`config.mk`:
```
export PLATFORM = sky130hd
export DESIGN_NAME = remote_load_wb
export DESIGN_NICKNAME = d
export VERILOG_FILES = /design/src/rtl/remote_load_wb.sv
export SDC_FILE = /design/constraint.sdc
export NUM_CORES = 1
export LEC_CHECK = 0
export ABC_AREA = 1
export CAP_MARGIN = 20
export CORE_ASPECT_RATIO = 0.5
export CORE_MARGIN = 2
export CORE_UTILIZATION = 48
export DETAILED_ROUTE_END_ITERATION = 10
export PLACE_DENSITY = 0.83
export SLEW_MARGIN = 20
export SYNTH_ARGS = -nofsm -noshare
export SYNTH_HDL_FRONTEND = slang
export SYNTH_SLANG_ARGS = --single-unit
```
`constraint.sdc`:
```
create_clock -name clk_i -period 3.57 [get_ports clk_i]
set_input_delay 0.5355 -clock clk_i [delete_from_list [all_inputs] [get_ports clk_i]]
set_output_delay 0.5355 -clock clk_i [all_outputs]
set_load 0.05 [all_outputs]
```
`src/rtl/remote_load_wb.sv`:
```
`default_nettype none
// ============================================================================
// remote_load_wb : remote load response buffer, load_info decode, scoreboards
// Optional feature macro: REMOTE_LOAD_WB_BYPASS_EN (same-cycle empty bypass)
// Revision: 1.0
// ============================================================================

package remote_load_wb_pkg;
  typedef struct packed {
    logic       float_wb;
    logic       icache_fetch;
    logic       is_unsigned_op;
    logic       is_byte_op;
    logic       is_hex_op;
    logic [1:0] part_sel;
  } bsg_manycore_load_info_s;
endpackage

module remote_load_wb
  import remote_load_wb_pkg::*;
#(
  parameter int data_width_p      = 32,
  parameter int reg_addr_width_p  = 5,
  parameter int fifo_els_p        = 2,
  parameter int max_out_credits_p = 32,
  localparam int credit_width_lp  = $clog2(max_out_credits_p + 1)
) (
  input  logic                        clk_i,
  input  logic                        reset_i,
  input  logic                        issue_v_i,
  input  logic                        issue_load_i,
  input  logic                        issue_float_i,
  input  logic [reg_addr_width_p-1:0] issue_reg_id_i,
  input  logic                        resp_v_i,
  input  logic [data_width_p-1:0]     resp_data_i,
  input  bsg_manycore_load_info_s     resp_load_info_i,
  input  logic [reg_addr_width_p-1:0] resp_reg_id_i,
  output logic                        resp_ready_o,
  output logic                        int_wb_v_o,
  output logic [reg_addr_width_p-1:0] int_wb_reg_o,
  output logic [data_width_p-1:0]     int_wb_data_o,
  input  logic                        int_wb_yumi_i,
  output logic                        float_wb_v_o,
  output logic [reg_addr_width_p-1:0] float_wb_reg_o,
  output logic [data_width_p-1:0]     float_wb_data_o,
  input  logic                        float_wb_yumi_i,
  output logic                        icache_v_o,
  output logic [data_width_p-1:0]     icache_data_o,
  input  logic                        icache_yumi_i,
  output logic [credit_width_lp-1:0]  out_credits_o,
  output logic                        credit_avail_o,
  output logic [31:0]                 int_pending_o,
  output logic [31:0]                 float_pending_o
);

  localparam int ptr_width_lp = (fifo_els_p > 1) ? $clog2(fifo_els_p) : 1;
  localparam int cnt_width_lp = $clog2(fifo_els_p + 1);
  localparam logic [ptr_width_lp-1:0]    last_ptr_lp    = ptr_width_lp'(fifo_els_p - 1);
  localparam logic [cnt_width_lp-1:0]    full_cnt_lp    = cnt_width_lp'(fifo_els_p);
  localparam logic [credit_width_lp-1:0] max_credits_lp = credit_width_lp'(max_out_credits_p);

  typedef struct packed {
    logic [data_width_p-1:0]     data;
    bsg_manycore_load_info_s     info;
    logic [reg_addr_width_p-1:0] reg_id;
  } entry_s;

  entry_s [fifo_els_p-1:0]      mem_q, mem_d;
  logic [ptr_width_lp-1:0]      rd_ptr_q, rd_ptr_d, wr_ptr_q, wr_ptr_d;
  logic [cnt_width_lp-1:0]      count_q, count_d;
  logic [credit_width_lp-1:0]   credits_q, credits_d;
  logic [31:0]                  int_pending_q, int_pending_d;
  logic [31:0]                  float_pending_q, float_pending_d;

  entry_s                       resp_entry, head;
  logic                         fifo_empty, bypass, head_v;
  logic                         route_icache, route_float, route_int, int_x0;
  logic                         retire, enq, deq;
  logic [7:0]                   byte_sel;
  logic [15:0]                  half_sel;
  logic [data_width_p-1:0]      ext_data;
  logic [31:0]                  int_set, int_clr, float_set, float_clr;

  function automatic logic [ptr_width_lp-1:0] ptr_inc(input logic [ptr_width_lp-1:0] p);
    return (p == last_ptr_lp) ? '0 : p + 1'b1;
  endfunction

  // Head selection and exclusive routing
  always_comb begin
    resp_entry = '{data: resp_data_i, info: resp_load_info_i, reg_id: resp_reg_id_i};
    fifo_empty = (count_q == '0);
`ifdef REMOTE_LOAD_WB_BYPASS_EN
    bypass     = fifo_empty & resp_v_i;
`else
    bypass     = 1'b0;
`endif
    head         = bypass ? resp_entry : mem_q[rd_ptr_q];
    head_v       = ~fifo_empty | bypass;
    route_icache = head.info.icache_fetch;
    route_float  = ~head.info.icache_fetch & head.info.float_wb;
    route_int    = ~head.info.icache_fetch & ~head.info.float_wb;
    int_x0       = route_int & (head.reg_id == '0);

    case (head.info.part_sel)
      2'd0:    byte_sel = head.data[7:0];
      2'd1:    byte_sel = head.data[15:8];
      2'd2:    byte_sel = head.data[23:16];
      default: byte_sel = head.data[31:24];
    endcase
    half_sel = head.info.part_sel[1] ? head.data[31:16] : head.data[15:0];

    if (head.info.is_byte_op)
      ext_data = {{24{~head.info.is_unsigned_op & byte_sel[7]}}, byte_sel};
    else if (head.info.is_hex_op)
      ext_data = {{16{~head.info.is_unsigned_op & half_sel[15]}}, half_sel};
    else
      ext_data = head.data;

    // Data and register outputs read as zero whenever their valid is low.
    int_wb_v_o      = head_v & route_int & ~int_x0;
    int_wb_reg_o    = int_wb_v_o ? head.reg_id : '0;
    int_wb_data_o   = int_wb_v_o ? ext_data : '0;
    float_wb_v_o    = head_v & route_float;
    float_wb_reg_o  = float_wb_v_o ? head.reg_id : '0;
    float_wb_data_o = float_wb_v_o ? head.data : '0;
    icache_v_o      = head_v & route_icache;
    icache_data_o   = icache_v_o ? head.data : '0;

    retire = (int_wb_v_o & int_wb_yumi_i) | (float_wb_v_o & float_wb_yumi_i)
           | (icache_v_o & icache_yumi_i) | (head_v & int_x0);
    resp_ready_o = (count_q != full_cnt_lp);
    enq          = resp_v_i & resp_ready_o & ~(bypass & retire);
    deq          = retire & ~bypass;
  end

  always_comb begin
    mem_d    = mem_q;
    wr_ptr_d = wr_ptr_q;
    rd_ptr_d = rd_ptr_q;
    count_d  = count_q;
    if (enq) begin
      mem_d[wr_ptr_q] = resp_entry;
      wr_ptr_d        = ptr_inc(wr_ptr_q);
    end
    if (deq) rd_ptr_d = ptr_inc(rd_ptr_q);
    case ({enq, deq})
      2'b10:   count_d = count_q + 1'b1;
      2'b01:   count_d = count_q - 1'b1;
      default: count_d = count_q;
    endcase
  end

  // Credits and pending-load scoreboards; a new set beats a same-cycle clear
  always_comb begin
    credits_d = credits_q;
    if (issue_v_i & ~retire & (credits_q != max_credits_lp))
      credits_d = credits_q + 1'b1;
    else if (retire & ~issue_v_i & (credits_q != '0))
      credits_d = credits_q - 1'b1;

    int_set   = '0;
    float_set = '0;
    int_clr   = '0;
    float_clr = '0;
    if (issue_v_i & issue_load_i) begin
      if (issue_float_i)
        float_set[issue_reg_id_i] = 1'b1;
      else if (issue_reg_id_i != '0)
        int_set[issue_reg_id_i] = 1'b1;
    end
    if (retire & route_float) float_clr[head.reg_id] = 1'b1;
    if (retire & route_int)   int_clr[head.reg_id]   = 1'b1;
    int_pending_d   = (int_pending_q & ~int_clr) | int_set;
    float_pending_d = (float_pending_q & ~float_clr) | float_set;

    out_credits_o   = credits_q;
    credit_avail_o  = (credits_q != max_credits_lp);
    int_pending_o   = int_pending_q;
    float_pending_o = float_pending_q;
  end

  always_ff @(posedge clk_i) begin
    if (reset_i) begin
      rd_ptr_q        <= '0;
      wr_ptr_q        <= '0;
      count_q         <= '0;
      credits_q       <= '0;
      int_pending_q   <= '0;
      float_pending_q <= '0;
    end else begin
      rd_ptr_q        <= rd_ptr_d;
      wr_ptr_q        <= wr_ptr_d;
      count_q         <= count_d;
      credits_q       <= credits_d;
      int_pending_q   <= int_pending_d;
      float_pending_q <= float_pending_d;
    end
  end

  always_ff @(posedge clk_i) begin
    mem_q <= mem_d;
  end

`ifndef SYNTHESIS
  always_ff @(posedge clk_i) begin
    if (!reset_i) begin
      assert (!(issue_v_i && !retire && credits_q == max_credits_lp))
        else $error("remote_load_wb: issue with outstanding credits at maximum");
      assert (!(retire && !issue_v_i && credits_q == '0))
        else $error("remote_load_wb: retire with no outstanding credits");
      assert (!(int_wb_yumi_i && !int_wb_v_o))
        else $error("remote_load_wb: int_wb_yumi_i without int_wb_v_o");
      assert (!(float_wb_yumi_i && !float_wb_v_o))
        else $error("remote_load_wb: float_wb_yumi_i without float_wb_v_o");
      assert (!(icache_yumi_i && !icache_v_o))
        else $error("remote_load_wb: icache_yumi_i without icache_v_o");
    end
  end
`endif

endmodule
`default_nettype wire

```
==> results by group, run 1 <==
Finish
  • Post-route cell area: around 0.012 mm^2
  • Finished Layout Cells: 1,414
  • Commonest non-fill, non-tap cells in the layout: nand2_1, clkdlybuf4s50_1, nor2_1, o21ai_0, a21oi_1
  • Fillers: ~1,100
  • Multi-input gate area: about 0.0033 mm^2
  • Register Area: 0.00413 mm^2
  • Share of cells above drive strength 1: 0.177
  • Commonest non-fill, non-tap cell in the layout: nand2_1
  • Layout Nets: 1,238
  • Area growth, synth to finish: 48.1%

CTS
  • Clock tree buffer depth: 2
  • Post-CTS Setup Inserts: 0
  • Root Driver: clkbuf_16
  • Worst-skew pair later-pin latency: approximately 0.42 ns
  • Worst-path clk slew: 0.06 ns
  • Clock sink count: around 160
  • H-tree lvl count: 4
  • CTS tree: built
  • Num CTS Buffers: 17

Synthesis
  • Mapped Area: 0.00791 mm^2
  • Syn nets: 1,014
  • Average size of a mapped cell: around 8.3 um^2
  • Syn. warnings: 0
  • Register area share after synthesis: 0.522
  • Cells after Synth: 950
  • Post-synthesis cell type count: between 40 and 50
  • FF+latch count, synth: roughly 160

Global route
  • Vias in the first global route: between 7,000 and 8,000
  • Final global-route overflow total: 0
  • Global-route wire length before repair: around 40,000 um
  • Grt met2 use: 0.508
  • Largest net degree at the start of global routing: 45
  • GR Util All Layers: 0.300
  • Initial antenna violation count: 1
  • Met1 GRT Util: 0.375
  • GRT busiest layer: met2
  • M3 GR Usage: 0.0783

Min path
  • Worst Hold End: float_pending_o[28]
  • Hold Crit Depth: 2
  • Worst Hold Launch: float_pending_o[28]
  • Min-delay worst type: flop to flop

Placed design
  • Placed Cells: 1,381
  • Buffers on Ports: approximately 240
  • Area after DPL: 0.0111 mm^2
  • Place WS: about 0.42 ns
  • DP HPWL: approximately 19,000 um
  • Gpl congestion: between 0.9 and 1

Power
  • Comb power frac: 0.582
  • Clock power share: 0.181
  • LEAKAGE: ~4.4 nW
  • Sequential Power Share: 0.237
  • Switching portion of total power: 0.488
  • Max VDD drop: 0.000516 V
  • Pwr Density: just over 800 mW/mm^2
  • Cell-internal power: around 4.9 mW
  • Switch Pwr: ~4.7 mW

Worst setup path
  • CP required: around 3 ns
  • Critical Path Fanout Max: 43
  • Cell family with most CP delay: compound AO/OA/AOI/OAI gates
  • Endpoint class of the critical path: output port
  • WP buf/inv: 4
  • WP data arrival: roughly 2.9 ns
  • Critical path depth: 10
  • Critical Path Max Stage Delay: between 0.3 and 0.4 ns
  • Worst Path Class, Setup: flop to output port
  • Reg2reg end: out_credits_o[5]
  • CP max stage cell: dfxtp_2
  • Worst reg2reg setup slack: about 0.86 ns
  • Cell mode on critical path: inv_2
  • CP Launch Type: flop
  • Crit-path cells: buf_6 > nand2_2 > nand2_4 > inv_2 > nor2_2 > inv_2 > o21ai_2 > o211ai_4 > a21oi_1 > buf_12
  • Reg2reg start: rd_ptr_q
  • R2r worst-path depth: 16

Timing
  • Final Hold Vio Count: 0
  • Max-slew violation count: 0
  • Fmax: between 200 and 300 MHz
  • Clock skew: roughly 0.015 ns
  • Worst-Margin Slew: between 0.9 and 1 ns
  • Setup_tns: 0 ns
  • Final setup fails: 0
  • Fin crit period: approximately 3.4 ns
  • Slew HR: 0.339
  • Final hold slack: 0.473 ns
  • Crit path setup slack, layout: between 0.15 and 0.2 ns
  • Fin crit share: 0.947
  • Unrepaired setup endpoints after global routing: no

Drt
  • Pre-antenna DRT Iters: 8
  • DRC violations left: 0
  • Vias after detailed routing: approximately 8,000
  • 1st-iter DRT viols: between 900 and 1,000
  • Avg WL per Cell: between 15 and 20 um
  • Post-route ant nets: 0
  • Vias/cell: around 5.6
  • Wirelength, routed: 26,400 um

Die
  • Die X-Extent: 186 um
  • Row Count: 33
  • Starting Density: 0.487
  • Ports placed on the boundary: roughly 240
  • Core area: 0.0162 mm^2
  • Die extent in y: around 95 um
  • Die ar.: approximately 0.018 mm^2

Run
  • Maxcap violations: 0

Status
  • Status: complete, no violations
layer usage:
metal  share of wire  vias up
met3            0.10       86
li1                -     3627
met1            0.38     3738
met4           0.030        2
met2            0.49      500
met5         0.00057        -
registers in the layout (all words and copies together), names as in the netlist:
name and flops:
out_credits_o 6, wr_ptr_q 1, rd_ptr_q 1, int_pending_o 32
float_pending_o 32, count_q 2, mem_q 88
cell usage after synthesis, drive strengths merged:
library cell,count,share of area
nand2,182,0.092
nand3,13,0.0095
a21boi,1,0.0014
a31oi,4,0.0040
o211ai,3,0.0046
or2,15,0.012
clkbuf,33,0.016
nand4,2,0.0016
fa,1,0.0025
xnor2,2,0.0022
clkinv,1,0.00063
dfxtp,74,0.19
inv,87,0.041
o31ai,1,0.00095
edfxtp,88,0.33
nor3,10,0.0063
nor2,145,0.074
mux2i,3,0.0038
o21a,12,0.011
o221a,1,0.0014
a21oi,108,0.074
nor3b,1,0.0024
o22ai,1,0.00079
o21ai,143,0.095
xor2,1,0.0011
ha,5,0.0079
buf,13,0.013
worst reg2reg max path, delay by kind of cell (launching register included):
family          cells  cell delay, ns
compound gates      3            0.32
fa+ha+maj           1            0.39
buf+inv             2            0.16
flops               1            0.36
simple gates       10            1.38
what timing repair did:
action / CTS / global route
hold buffers: 0 / 0
gates cloned: 0 / 1
pin swaps: 0 / 1
gates resized for setup: 1 / 6
endpoints found under the setup margin: 2 / 29
hold endpoints to repair: 0 / 0
power groups by stage:
stage	Clock [mW]	Sequential, mW	Combinational (mW)
global placement	0	2.31	5.31
global route	1.82	2.30	5.90
CTS	1.75	2.28	5.46
detailed placement	0	2.31	5.41
floorplan	0	2.40	3.36
finish	1.74	2.28	5.59
metrics by stage:
| step | power [mW] | util |
|---|---|---|
| floorplan | 5.76 | - |
| global placement | 7.62 | 0.684 |
| detailed placement | 7.72 | 0.684 |
| CTS | 9.48 | 0.719 |
| global route | 10.0 | 0.722 |
| finish | 9.62 | 0.722 |
layout make-up:
| cell class | count | area share |
|---|---|---|
| sequential | 162 | 0.352 |
| multi-input combinational | 655 | 0.282 |
| timing repair buffer | 250 | 0.265 |
| clock buffer | 18 | 0.0366 |
| inverter | 88 | 0.0285 |
| tap | 227 | 0.0243 |
| clock inverter | 13 | 0.0110 |
| antenna | 1 | 0.000214 |
cell families (layout without fill, tap and decap cells):
| logic type | after synthesis | after routing | synth area share |
|---|---|---|---|
| compound gates | 274 | 275 | 0.193 |
| xor+xnor | 3 | 3 | 0.00332 |
| fa+ha+maj | 6 | 6 | 0.0104 |
| buf+inv | 134 | 369 | 0.0703 |
| flops | 162 | 162 | 0.522 |
| mux | 3 | 3 | 0.00380 |
| other cells | 0 | 1 | 0 |
| simple gates | 368 | 368 | 0.197 |
worst max path at each step:
stage               startpoint                end  slack (ns)
floorplan           count_q[0]          mem_q[44]        0.28
global placement      rd_ptr_q  int_wb_data_o[23]        0.53
detailed placement    rd_ptr_q  int_wb_data_o[16]        0.42
CTS                   rd_ptr_q   int_wb_data_o[0]        0.05
global route          rd_ptr_q  int_wb_data_o[16]       0.004
finish                rd_ptr_q  int_wb_data_o[16]        0.19
(Power assumes the default switching activity.)
==> inputs of run 2 (changes only) <==
- CORE_MARGIN: 2 -> default
==> results by group, run 2 (synthesis results as in run 1) <==
Status
  • Status: complete, no violations

Finish
  • Commonest non-fill, non-tap cells in the layout: nand2_1, nor2_1, o21ai_0, clkdlybuf4s50_1, a21oi_1
  • Share of cells above drive strength 1: 0.190 (+0.0128)
  • Max FFs per register: 88 (unchanged)
  • Commonest non-fill, non-tap cell in the layout: nand2_1
  • Finished Layout Cells: 1,406 (-0.57%)
  • Most flops, register: mem_q
  • Post-route cell area: 0.0117 mm^2 (+0.24%)
  • Layout Nets: 1,236 (-0.16%)
  • Area growth, synth to finish: 48.4%
  • Ant diodes: 0 (-1)

Worst setup path
  • Critical Path Fanout Max: 24 (-44%)
  • CP Launch Type: flop
  • WP data arrival: 2.88 ns (+0.03 ns)
  • Worst Path Class, Setup: flop to output port
  • Endpoint class of the critical path: output port
  • CP required: 3.03 ns (about the same)

Die
  • Die extent in y: 92.8 um (-2.1%)
  • Row Count: 32 (-3.0%)
  • Starting Density: 0.503 (+0.0152)
  • Ports placed on the boundary: 239 (unchanged)
  • Core area: 0.0157 mm^2 (-3.0%)
  • Die ar.: 0.0170 mm^2 (-3.2%)
  • Die X-Extent: 184 um (-1.1%)

Drt
  • 1st-iter DRT viols: 891 (-6.5%)
  • Wirelength, routed: 25,400 um (-3.7%)
  • Met2 wire len: 12,500 um (-2.9%)
  • Met3 wire len: 2440 um (-11%)
  • Avg WL per Cell: 18.1 um (-3.1%)
  • DRC violations left: 0 (unchanged)
  • Vias after detailed routing: 7,802 (-1.9%)
  • Post-route ant nets: 0 (unchanged)
  • Vias/cell: 5.55 (-1.3%)
  • Wire length on met1: 9790 um (-1.8%)
  • Pre-antenna DRT Iters: 6 (-2)
  • Highest metal used: met4

Global route
  • Final global-route overflow total: 0 (unchanged)
  • Vias in the first global route: 7,516 (-2.1%)
  • Largest net degree at the start of global routing: 66 (+47%)
  • GR Util All Layers: 0.295 (-0.00536)
  • Global-route wire length before repair: 39,000 um (-3.2%)
  • Initial antenna violation count: 0 (-1)

Timing
  • Max-slew violation count: 0 (unchanged)
  • Fmax: 293 MHz (-0.84%)
  • Final setup fails: 0 (unchanged)
  • Fin crit period: 3.41 ns (+0.0288 ns)
  • Setup_tns: 0 ns (unchanged)
  • Clock skew: 0.0121 ns (-0.00273 ns)
  • Worst-Margin Slew: 1.00 ns (+0.0133 ns)
  • Slew HR: 0.330 (-0.00888)
  • Fin crit share: 0.956 (+0.00805)
  • Unrepaired setup endpoints after global routing: no
  • Final Hold Vio Count: 0 (unchanged)

CTS
  • Clock tree buffer depth: 2 (unchanged)
  • Worst-path clk slew: 0.07 ns (about the same)
  • H-tree lvl count: 4 (unchanged)
  • Post-CTS Setup Inserts: 0 (unchanged)
  • CTS tree: built
  • Num CTS Buffers: 17 (unchanged)
  • Clock sink count: 162 (unchanged)
  • Worst-skew pair later-pin latency: 0.42 ns (about the same)
  • Root Driver: clkbuf_16

Min path
  • Min-delay worst type: flop to flop

Placed design
  • DP HPWL: 17,400 um (-7.3%)
  • Gpl congestion: 0.907 (-5.9%)
  • Area after DPL: 0.0111 mm^2 (-0.29%)
  • Buffers on Ports: 238 (unchanged)
  • Placed Cells: 1,373 (-0.58%)

Power
  • LEAKAGE: 4.45 nW (+1.4%)
  • Pwr Density: 834 mW/mm^2 (+1.6%)
  • Max VDD drop: 0.000513 V (-0.63%)

Run
  • Maxcap violations: 0 (unchanged)
[run 2: path summary, 6_finish.rpt]
check | startpoint | endpoint | slack (ns) | depth (start not counted)
min | int_pending_o[0] | int_pending_o[0] | 0.45 | 2
max reg2reg | rd_ptr_q | out_credits_o[5] | 0.52 | 17
min reg2reg | int_pending_o[0] | int_pending_o[0] | 0.45 | 2
max | rd_ptr_q | int_wb_data_o[16] | 0.16 | 9
[run 2: layout make-up]
class	instances	area, um^2
Inverter	88	332
Multi-Input combinational cell	655	3290
Tap cell	221	277
Fill cell	1091	4000
Clock buffer	17	425
Sequential cell	162	4130
Timing Repair Buffer	248	3080
Clock inverter	15	210
[run 2: power breakdown]
| part | total (mW) | internal (mW) | leakage, nW | switching [mW] |
|---|---|---|---|---|
| combinational | 5.53 | 1.74 | 2.73 | 3.79 |
| clock | 1.98 | 1.14 | 0.306 | 0.841 |
| sequential | 2.28 | 2.19 | 1.42 | 0.0854 |
| total | 9.79 | 5.07 | 4.45 | 4.72 |
[run 2: metal layers]
layer / vias up / GRT usage
li1: 3618 / -
met3: 76 / 0.0665
met5: - / 0
met4: 0 / 0.108
met1: 3626 / 0.365
met2: 482 / 0.504
[run 2: metrics by stage]
step	utilization	hold WS, ns	power [mW]	setup slack [ns]
final	0.746	0.453	9.79	0.159
after detailed placement	0.703	0.443	7.69	0.513
after global routing	0.746	0.502	10.2	0.0235
after CTS	0.744	0.452	9.68	0.00788
after global placement	0.703	0.452	7.59	0.599
after floorplan	-	0.458	5.76	0.285
[run 2: timing repair]
item,in CTS,in global routing
gates resized for setup,0,3
setup endpoints to repair,0,28
hold buffers,0,0
[run 2: worst max-delay path, cell delays in order, from the launching register on]
cell,delay (ns)
dfxtp_2,0.36
inv_2,0.19
nand2_1,0.17
nand2_4,0.10
nor2_2,0.35
nand2_1,0.12
a31oi_2,0.43
o211ai_4,0.25
a21oi_1,0.31
buf_12,0.18
==> inputs of run 3 (changes only) <==
- CORE_UTILIZATION: 48 -> 30
- PLACE_DENSITY: 0.83 -> 0.61
==> results by group, run 3 (synthesis results as in run 1) <==
Timing
  • Fin crit share: 0.948 (-0.00778)
  • Setup_tns: 0 ns (unchanged)
  • Fin crit period: 3.38 ns (-0.0278 ns)
  • Clock skew: 0.0146 ns (+0.00246 ns)
  • Final Hold Vio Count: 0 (unchanged)
  • Final setup fails: 0 (unchanged)
  • Worst-Margin Slew: 1.01 ns (+0.00315 ns)
  • Fmax: 296 MHz (+0.82%)
  • Max-slew violation count: 0 (unchanged)
  • Final hold slack: 0.393 ns (-0.0596 ns)
  • Slew HR: 0.328 (-0.00210)

Drt
  • Pre-antenna DRT Iters: 5 (-1)
  • Vias after detailed routing: 7,474 (-4.2%)
  • Wirelength, routed: 27,700 um (+8.9%)
  • DRC violations left: 0 (unchanged)
  • Post-route ant nets: 0 (unchanged)
  • Avg WL per Cell: 18.0 um (-0.42%)
  • 1st-iter DRT viols: 623 (-30%)
  • Vias/cell: 4.86 (-12%)

CTS
  • H-tree lvl count: 4 (unchanged)
  • Num CTS Buffers: 17 (unchanged)
  • Clock tree buffer depth: 2 (unchanged)
  • CTS tree: built
  • Root Driver: clkbuf_16
  • Hold-fix buffers, CTS: 0 (unchanged)
  • Worst-skew pair later-pin latency: 0.45 ns (+0.03 ns)
  • Worst-path clk slew: 0.07 ns (about the same)
  • Clock sink count: 162 (unchanged)

Power
  • Pwr Density: 819 mW/mm^2 (-1.8%)
  • Max VDD drop: 0.000422 V (-18%)
  • LEAKAGE: 4.44 nW (-0.38%)

Finish
  • Layout Nets: 1,243 (+0.57%)
  • Area growth, synth to finish: 51.8%
  • Commonest non-fill, non-tap cells in the layout: nand2_1, clkdlybuf4s50_1, nor2_1, o21ai_0, a21oi_1
  • Fillers: 2,398 (+120%)
  • Multi-input gate area: 0.00326 mm^2 (-0.95%)
  • Register Area: 0.00413 mm^2 (unchanged)
  • Share of cells above drive strength 1: 0.163 (-0.0271)
  • Commonest non-fill, non-tap cell in the layout: nand2_1
  • Most flops, register: mem_q
  • Max FFs per register: 88 (unchanged)

Global route
  • Largest net degree at the start of global routing: 60 (-9.1%)
  • Vias in the first global route: 7,135 (-5.1%)
  • GR Util All Layers: 0.204 (-0.0906)
  • Global-route wire length before repair: 41,300 um (+5.9%)
  • Initial antenna violation count: 1 (+1)
  • Final global-route overflow total: 0 (unchanged)

Worst setup path
  • CP required: 3.03 ns (about the same)
  • Critical Path Fanout Max: 24 (unchanged)
  • CP Launch Type: flop
  • Endpoint class of the critical path: output port
  • Worst Path Class, Setup: flop to output port
  • WP data arrival: 2.85 ns (-0.03 ns)

Die
  • Die X-Extent: 232 um (+26%)
  • Die ar.: 0.0271 mm^2 (+59%)
  • Starting Density: 0.310 (-0.193)
  • Row Count: 41 (+28%)
  • Die extent in y: 117 um (+26%)
  • Ports placed on the boundary: 239 (unchanged)
  • Core area: 0.0255 mm^2 (+62%)

Placed design
  • DP HPWL: 20,500 um (+18%)
  • Gpl congestion: 0.858 (-5.3%)
  • Buffers on Ports: 238 (unchanged)

Status
  • Status: complete, no violations

Run
  • Maxcap violations: 0 (unchanged)

Min path
  • Min-delay worst type: primary input to flop
-- run 3: worst paths after layout --
| path | depth (start not counted) | slack, ns | endpoint | from |
|---|---|---|---|---|
| hold / removal | 2 | 0.39 | int_pending_o[24] | reset_i |
| setup / recovery | 9 | 0.19 | int_wb_data_o[16] | rd_ptr_q |
| setup reg to reg | 16 | 0.75 | out_credits_o[5] | rd_ptr_q |
| hold reg to reg | 2 | 0.47 | float_pending_o[8] | float_pending_o[8] |
-- run 3: critical path, stage by stage (launching register included) --
cell,delay (ns)
dfxtp_2,0.38
inv_2,0.33
nand2_1,0.17
nand2_4,0.15
inv_2,0.08
o21ai_1,0.19
a21boi_4,0.44
o21ai_0,0.17
a21oi_1,0.30
buf_12,0.18
-- run 3: final cells by class --
type                            count  share of cell area
Inverter                           88              0.0276
Sequential cell                   162               0.344
Tap cell                          344              0.0359
Multi-Input combinational cell    654               0.271
Clock buffer                       19              0.0396
Timing Repair Buffer              256               0.269
Antenna cell                        1            0.000208
Clock inverter                     13              0.0130
-- run 3: power breakdown --
part / internal, mW / switching (mW)
clock: 1.08 / 0.856
sequential: 2.19 / 0.0913
combinational: 1.82 / 3.79
-- run 3: routing by layer --
layer | up-vias | share of wire | track usage
li1 | 3630 | - | -
met1 | 3596 | 0.43 | 0.255
met2 | 216 | 0.50 | 0.355
met3 | 32 | 0.048 | 0.0422
met4 | 0 | 0.020 | 0.0680
met5 | - | 0 | 0
-- run 3: timing repair --
item | in CTS | in global routing
endpoints found under the setup margin | 0 | 25
resized for setup | 0 | 4
setup buffers | 0 | 2
-- run 3: metrics by stage --
| step | instances | power, mW | instance area [um^2] | setup WS (ns) | utilization |
|---|---|---|---|---|---|
| 4_1_cts | 1534 | 9.82 | 12000 | 0.0113 | 0.468 |
| 5_1_grt | 1537 | 10.3 | 12000 | -0.0134 | 0.470 |
| 3_5_place_dp | 1502 | 7.88 | 11300 | 0.499 | 0.444 |
| 3_3_place_gp | 1502 | 7.83 | 11300 | 0.592 | 0.444 |
| 2_1_floorplan | 950 | 5.76 | 7910 | 0.285 | - |
| 6_report | 1537 | 9.83 | 12000 | 0.186 | 0.470 |
